### config.mk
export PLATFORM = sky130hd
export DESIGN_NAME = draw_list
export DESIGN_NICKNAME = d
export VERILOG_FILES = /design/src/rtl/draw_pkg.sv /design/src/rtl/line_ram.sv /design/src/rtl/draw_list.sv
export SDC_FILE = /design/constraint.sdc
export NUM_CORES = 1
export LEC_CHECK = 0
export CORE_UTILIZATION = 40
export CTS_CLUSTER_DIAMETER = 30
export CTS_CLUSTER_SIZE = 28
export DETAILED_ROUTE_END_ITERATION = 6
export SKIP_CTS_REPAIR_TIMING = 1
export SLEW_MARGIN = 20
export SYNTH_ARGS = -nofsm -noshare
export SYNTH_HDL_FRONTEND = slang
export SYNTH_HIERARCHICAL = 1
export SYNTH_SLANG_ARGS = --single-unit
### constraint.sdc
create_clock -name clk -period 6.5 [get_ports clk]
set_input_delay 1.95 -clock clk [delete_from_list [all_inputs] [get_ports clk]]
set_output_delay 1.95 -clock clk [all_outputs]
set_load 0.01 [all_outputs]
### src/rtl/draw_pkg.sv
// draw_pkg: shared types and helpers for the draw_list line sequencer.
//   DEF_CORDW - default screen coordinate width
//   state_e   - sequencer states
//   line_t    - one line-table entry at the default coordinate width
//   xlate     - translate a coordinate by a signed offset and clamp to screen
package draw_pkg;

  localparam int DEF_CORDW = 11;

  typedef enum logic [2:0] {
    ST_IDLE,
    ST_FETCH,
    ST_START,
    ST_WAIT,
    ST_FIN
  } state_e;

  typedef struct packed {
    logic [DEF_CORDW-1:0] x0;
    logic [DEF_CORDW-1:0] y0;
    logic [DEF_CORDW-1:0] x1;
    logic [DEF_CORDW-1:0] y1;
  } line_t;

  // The sum is formed wider than cordw+2 bits so one function serves any
  // coordinate width; with v < 2^cordw and a cordw+1 bit offset the result is
  // identical to a cordw+2 bit signed sum. Result saturates to [0, 2^cordw-1].
  function automatic logic [31:0] xlate(input logic [31:0] v,
                                        input logic signed [31:0] off,
                                        input int cordw);
    logic signed [33:0] sum;
    logic signed [33:0] lim;
    sum = $signed({2'b00, v}) + 34'(off);
    lim = (34'sd1 <<< cordw) - 34'sd1;
    if (sum < 0) begin
      return '0;
    end else if (sum > lim) begin
      return lim[31:0];
    end else begin
      return sum[31:0];
    end
  endfunction

endpackage

### src/rtl/line_ram.sv
// line_ram: line table storage, one write port and one registered read port.
//   clk      - clock
//   we       - write strobe, wr_data stored at wr_addr on the rising edge
//   wr_addr  - write address
//   wr_data  - packed {x0, y0, x1, y1}
//   rd_addr  - read address, sampled every cycle
//   rd_data  - entry at rd_addr one cycle later
// Contents are not reset.
module line_ram #(
  parameter  int W     = 44,
  parameter  int DEPTH = 16,
  localparam int AW    = $clog2(DEPTH)
) (
  input  logic          clk,
  input  logic          we,
  input  logic [AW-1:0] wr_addr,
  input  logic [W-1:0]  wr_data,
  input  logic [AW-1:0] rd_addr,
  output logic [W-1:0]  rd_data
);

  logic [W-1:0] mem [DEPTH];
  logic [W-1:0] rd_data_q;

  always_ff @(posedge clk) begin
    if (we) begin
      mem[wr_addr] <= wr_data;
    end
    rd_data_q <= mem[rd_addr];
  end

  assign rd_data = rd_data_q;

endmodule

### src/rtl/draw_list.sv
// draw_list: walks a table of line endpoints once per frame request, handing
// each translated line to a line drawer and waiting for it to finish.
//   clk, rst        - clock, asynchronous active-low reset
//   frame           - pulse, start one pass (ignored and flagged while busy)
//   line_cnt        - entries to draw, clamped to MAX_LINES
//   off_x, off_y    - signed translation applied to every endpoint
//   tbl_*           - table write port, honoured only while idle
//   x0, y0, x1, y1  - translated endpoints, held between draw_start pulses
//   draw_start      - pulse, endpoints valid
//   line_done       - pulse from the line drawer
//   busy            - pass in progress
//   frame_done      - pulse, pass complete
//   tbl_err         - pulse, a table write was discarded
//   frame_miss      - sticky, a frame arrived while busy
//
// state | meaning
// IDLE  | waiting for frame
// FETCH | table read of entry idx in flight
// START | register translated endpoints, pulse draw_start
// WAIT  | waiting for line_done
// FIN   | pulse frame_done, drop busy
module draw_list
  import draw_pkg::*;
#(
  parameter  int CORDW     = DEF_CORDW,
  parameter  int MAX_LINES = 16,
  localparam int AW        = $clog2(MAX_LINES)
) (
  input  logic             clk,
  input  logic             rst,
  input  logic             frame,
  input  logic [AW:0]      line_cnt,
  input  logic [CORDW:0]   off_x,
  input  logic [CORDW:0]   off_y,
  input  logic             tbl_we,
  input  logic [AW-1:0]    tbl_addr,
  input  logic [CORDW-1:0] tbl_x0,
  input  logic [CORDW-1:0] tbl_y0,
  input  logic [CORDW-1:0] tbl_x1,
  input  logic [CORDW-1:0] tbl_y1,
  output logic [CORDW-1:0] x0,
  output logic [CORDW-1:0] y0,
  output logic [CORDW-1:0] x1,
  output logic [CORDW-1:0] y1,
  output logic             draw_start,
  input  logic             line_done,
  output logic             busy,
  output logic             frame_done,
  output logic             tbl_err,
  output logic             frame_miss
);

  localparam logic [AW:0] MAX_CNT = (AW+1)'(MAX_LINES);
  localparam logic [AW:0] CNT_ONE = (AW+1)'(1);

  state_e             state_q, state_d;
  logic [AW-1:0]      idx_q, idx_d;
  logic [AW:0]        cnt_q, cnt_d;
  logic [CORDW:0]     off_x_q, off_x_d, off_y_q, off_y_d;
  logic [CORDW-1:0]   x0_q, x0_d, y0_q, y0_d, x1_q, x1_d, y1_q, y1_d;
  logic               draw_start_q, draw_start_d;
  logic               busy_q, busy_d;
  logic               frame_done_q, frame_done_d;
  logic               tbl_err_q, tbl_err_d;
  logic               frame_miss_q, frame_miss_d;
  logic [AW:0]        cnt_clamped;
  logic [4*CORDW-1:0] rd_data;
  logic [CORDW-1:0]   rd_x0, rd_y0, rd_x1, rd_y1;

  line_ram #(.W(4*CORDW), .DEPTH(MAX_LINES)) u_line_ram (
    .clk     (clk),
    .we      (tbl_we & ~busy_q),
    .wr_addr (tbl_addr),
    .wr_data ({tbl_x0, tbl_y0, tbl_x1, tbl_y1}),
    .rd_addr (idx_q),
    .rd_data (rd_data)
  );

  assign rd_x0 = rd_data[4*CORDW-1 -: CORDW];
  assign rd_y0 = rd_data[3*CORDW-1 -: CORDW];
  assign rd_x1 = rd_data[2*CORDW-1 -: CORDW];
  assign rd_y1 = rd_data[CORDW-1   -: CORDW];

  assign cnt_clamped = (line_cnt > MAX_CNT) ? MAX_CNT : line_cnt;

  always_comb begin
    state_d      = state_q;
    idx_d        = idx_q;
    cnt_d        = cnt_q;
    off_x_d      = off_x_q;
    off_y_d      = off_y_q;
    x0_d         = x0_q;
    y0_d         = y0_q;
    x1_d         = x1_q;
    y1_d         = y1_q;
    draw_start_d = 1'b0;
    busy_d       = busy_q;
    frame_done_d = 1'b0;
    tbl_err_d    = tbl_we & busy_q;
    frame_miss_d = frame_miss_q | (frame & busy_q);

    case (state_q)
      ST_IDLE: begin
        if (frame) begin
          cnt_d   = cnt_clamped;
          off_x_d = off_x;
          off_y_d = off_y;
          idx_d   = '0;
          busy_d  = 1'b1;
          state_d = (cnt_clamped == '0) ? ST_FIN : ST_FETCH;
        end
      end
      ST_FETCH: begin
        state_d = ST_START;
      end
      ST_START: begin
        x0_d         = CORDW'(xlate(32'(rd_x0), 32'($signed(off_x_q)), CORDW));
        y0_d         = CORDW'(xlate(32'(rd_y0), 32'($signed(off_y_q)), CORDW));
        x1_d         = CORDW'(xlate(32'(rd_x1), 32'($signed(off_x_q)), CORDW));
        y1_d         = CORDW'(xlate(32'(rd_y1), 32'($signed(off_y_q)), CORDW));
        draw_start_d = 1'b1;
        state_d      = ST_WAIT;
      end
      ST_WAIT: begin
        if (line_done) begin
          if ({1'b0, idx_q} == cnt_q - CNT_ONE) begin
            state_d = ST_FIN;
          end else begin
            idx_d   = idx_q + AW'(1);
            state_d = ST_FETCH;
          end
        end
      end
      ST_FIN: begin
        frame_done_d = 1'b1;
        busy_d       = 1'b0;
        state_d      = ST_IDLE;
      end
      default: begin
        state_d = ST_IDLE;
      end
    endcase
  end

  always_ff @(posedge clk or negedge rst) begin
    if (!rst) begin
      state_q      <= ST_IDLE;
      idx_q        <= '0;
      cnt_q        <= '0;
      off_x_q      <= '0;
      off_y_q      <= '0;
      x0_q         <= '0;
      y0_q         <= '0;
      x1_q         <= '0;
      y1_q         <= '0;
      draw_start_q <= 1'b0;
      busy_q       <= 1'b0;
      frame_done_q <= 1'b0;
      tbl_err_q    <= 1'b0;
      frame_miss_q <= 1'b0;
    end else begin
      state_q      <= state_d;
      idx_q        <= idx_d;
      cnt_q        <= cnt_d;
      off_x_q      <= off_x_d;
      off_y_q      <= off_y_d;
      x0_q         <= x0_d;
      y0_q         <= y0_d;
      x1_q         <= x1_d;
      y1_q         <= y1_d;
      draw_start_q <= draw_start_d;
      busy_q       <= busy_d;
      frame_done_q <= frame_done_d;
      tbl_err_q    <= tbl_err_d;
      frame_miss_q <= frame_miss_d;
    end
  end

  assign x0         = x0_q;
  assign y0         = y0_q;
  assign x1         = x1_q;
  assign y1         = y1_q;
  assign draw_start = draw_start_q;
  assign busy       = busy_q;
  assign frame_done = frame_done_q;
  assign tbl_err    = tbl_err_q;
  assign frame_miss = frame_miss_q;

endmodule

==> out/results.ini <==
[global_routing]
gr-usage-all-layers_pct = 19.0
grt_pass1_vias = 18100
grt_start_max_net_pins = 75
antenna_found_initial = 4
grt_overflow = 0
grt_pass1_wl_microns = 116000

[routing]
drtPass1Iterations = 7
drtIter0Drc = 1380
num_vias = 17300
drc = 17
routed_wl_microns = 76800
maxUsedRoutingLayer = met4
met3_length_microns = 4620
met1_length_microns = 33200
post_drt_via_cell_ratio = 5.47
antenna_left = 0
dr_wl_met2_microns = 37200
wire_per_inst_microns = 24.2

[power]
leakagePower_nw = 13.7
peakVddDrop_mv = 0.261
power_density_nw_per_um2 = 489

[worst_setup_path]
start_kind = input pin
critPathRequiredTime_ns = 6.90
crit_fanout = 21
arrival_ns = 4.52
path_cells = clkdlybuf4s50_1 -> nor2b_1 -> or3b_2 -> nor2_4 -> buf_4
cp_slowest_cell = nor2_4
critPathKind = in -> reg
crit_path_max_incr_delay_ns = 0.74
worstSetupEndpointType = flop

[clock_network]
path_clk_slew_ns = 0.04
clockBufferDepth = 3
cts.sinks = 833
clk_latency_ns = 0.73
tritoncts = yes
cts_max_level = 4
cts-root-buf = clkbuf_16
numCtsBuffers = 146

[min_path]
hold_class = reg -> reg

[timing]
hold_violations = 0
slew_headroom_pct = 36.0
maxSlewViolCount = 0
skew_ns = 0.0359
holdWs_ns = 0.459
tightest_slew_ns = 0.960
finalWorstSetupSlack_ns = 2.38
tns_ns = 0
grt_setup_unrepaired = false
max_freq_mhz = 243
finalCritPeriodShare_pct = 63.4
min_period_ns = 4.12
finalSetupViolations = 0

[run_status]
failed_checks = design-rule violations
status = complete, but fails checks

[placed_design]
preCtsSetupSlack_ns = 1.50
placedCellCount = 2894
port_buffers = 130
place_congestion = 0.823
dp_hpwl_microns = 46200

[logic_synthesis]
synth_top_area_share_pct = 64.4
synth.avg_cell_area_sq_um = 18.8
synth_seq_cells = 833
synth_cell_types = 66
yosysWarnings = 6
yosys-top-cells-area = edfxtp_1 64%, mux4_2 12%, dfrtp_1 6.5%
synth_top_area_cell = edfxtp_1
synth_ff_type = edfxtp_1
syn_area_sq_um = 32800
synth_edf_count = 704
seq_area_frac_synth_pct = 73.6
syn-instance-count = 1748
async_flop_share_pct = 10.2
synth_nets = 1880
yosysMostFrequentCell = edfxtp_1
synth_common_cells = 704 x edfxtp_1, 177 x mux4_2, 111 x nand2_1

[finish]
fin_cells = 3167
final_net_count = 2115
area_growth_syn_to_layout_pct = 23.5
drive_above_1_share_pct = 24.7
diodes = 0

[die]
die_width_microns = 288
chipHeight_microns = 288
rows = 104
io_pins = 131
dieArea_sq_um = 83200
core-area_sq_um = 80800
start_util_pct = 40.6

[run]
maxCapViolations = 0

## stage by stage
| step | instance area [sq um] | utilization, % | power, W |
|---|---|---|---|
| floorplan | 32800 | - | 0.0106 |
| global placement | 35500 | 43.9 | 0.0122 |
| detailed placement | 35500 | 43.9 | 0.0123 |
| CTS | 40500 | 50.1 | 0.0200 |
| global route | 40500 | 50.1 | 0.0208 |
| finish | 40500 | 50.1 | 0.0198 |
## sequential cells by signal, summed over array words and instances, names as in the netlist, 3 cells and up
signal	cells
cnt_q	5
u_line_ram/rd_data	44
u_line_ram/mem	704
state_q	3
y1	11
x0	11
idx_q	4
off_y_q	12
x1	11
y0	11
off_x_q	12
## cell type report
type / count / area [sq um]
Tap cell: 1060 / 1330
Sequential cell: 833 / 24200
Clock buffer: 160 / 3760
Fill cell: 6487 / 40300
Timing Repair Buffer: 165 / 1620
Clock inverter: 112 / 1250
Multi-Input combinational cell: 816 / 8330
Inverter: 21 / 78.8
## power by group
group / switching, W / internal, W / total (W)
clock network: 0.00272 / 0.00488 / 0.00760
registers: 0.000482 / 0.00625 / 0.00673
logic: 0.00299 / 0.00248 / 0.00547
total: 0.00619 / 0.0136 / 0.0198
## cell families after synthesis
kind of cell,synth area share (%)
compound gates,5.32
xor+xnor,0.797
fa+ha+maj,2.00
buf+inv,1.51
flops,73.6
mux,13.0
simple gates,3.84
## layer usage
metal | global-route usage, % | vias to the layer above
li1 | - | 7596
met1 | 26.3 | 8970
met2 | 30.3 | 616
met3 | 3.73 | 137
met4 | 6.20 | 0
met5 | 0 | -
## path summary, 6_finish.rpt
kind                            startpoint                endpoint  slack, ns  cells past startpoint
worst min register to register  frame_miss              frame_miss       0.46                      1
worst min-delay path            frame_miss              frame_miss       0.46                      1
min in group asynchronous              rst                idx_q[1]       1.09                      1
worst max register to register    idx_q[0]  u_line_ram/rd_data[18]       3.35                      4
max in group asynchronous              rst                   y0[5]       4.23                      2
worst max-delay path                tbl_we    u_line_ram/mem[3][8]       2.38                      5
## worst max-delay path, delay by kind of cell
family,cells,cell delay [ns]
buffers and inverters,2,0.84
and+or+nand+nor,3,1.71
## cells in the final DEF (no fill, tap or decap), types with 44 or more instances in the layout
| cell type | instances |
|---|---|
| mux4_2 | 177 |
| ha_1 | 46 |
| clkbuf_16 | 147 |
| nor2_1 | 64 |
| clkdlybuf4s50_1 | 129 |
| dfrtp_1 | 83 |
| dfxtp_1 | 44 |
| a22oi_1 | 88 |
| edfxtp_1 | 704 |
| nand2_1 | 111 |
(Power assumes the default switching activity.)
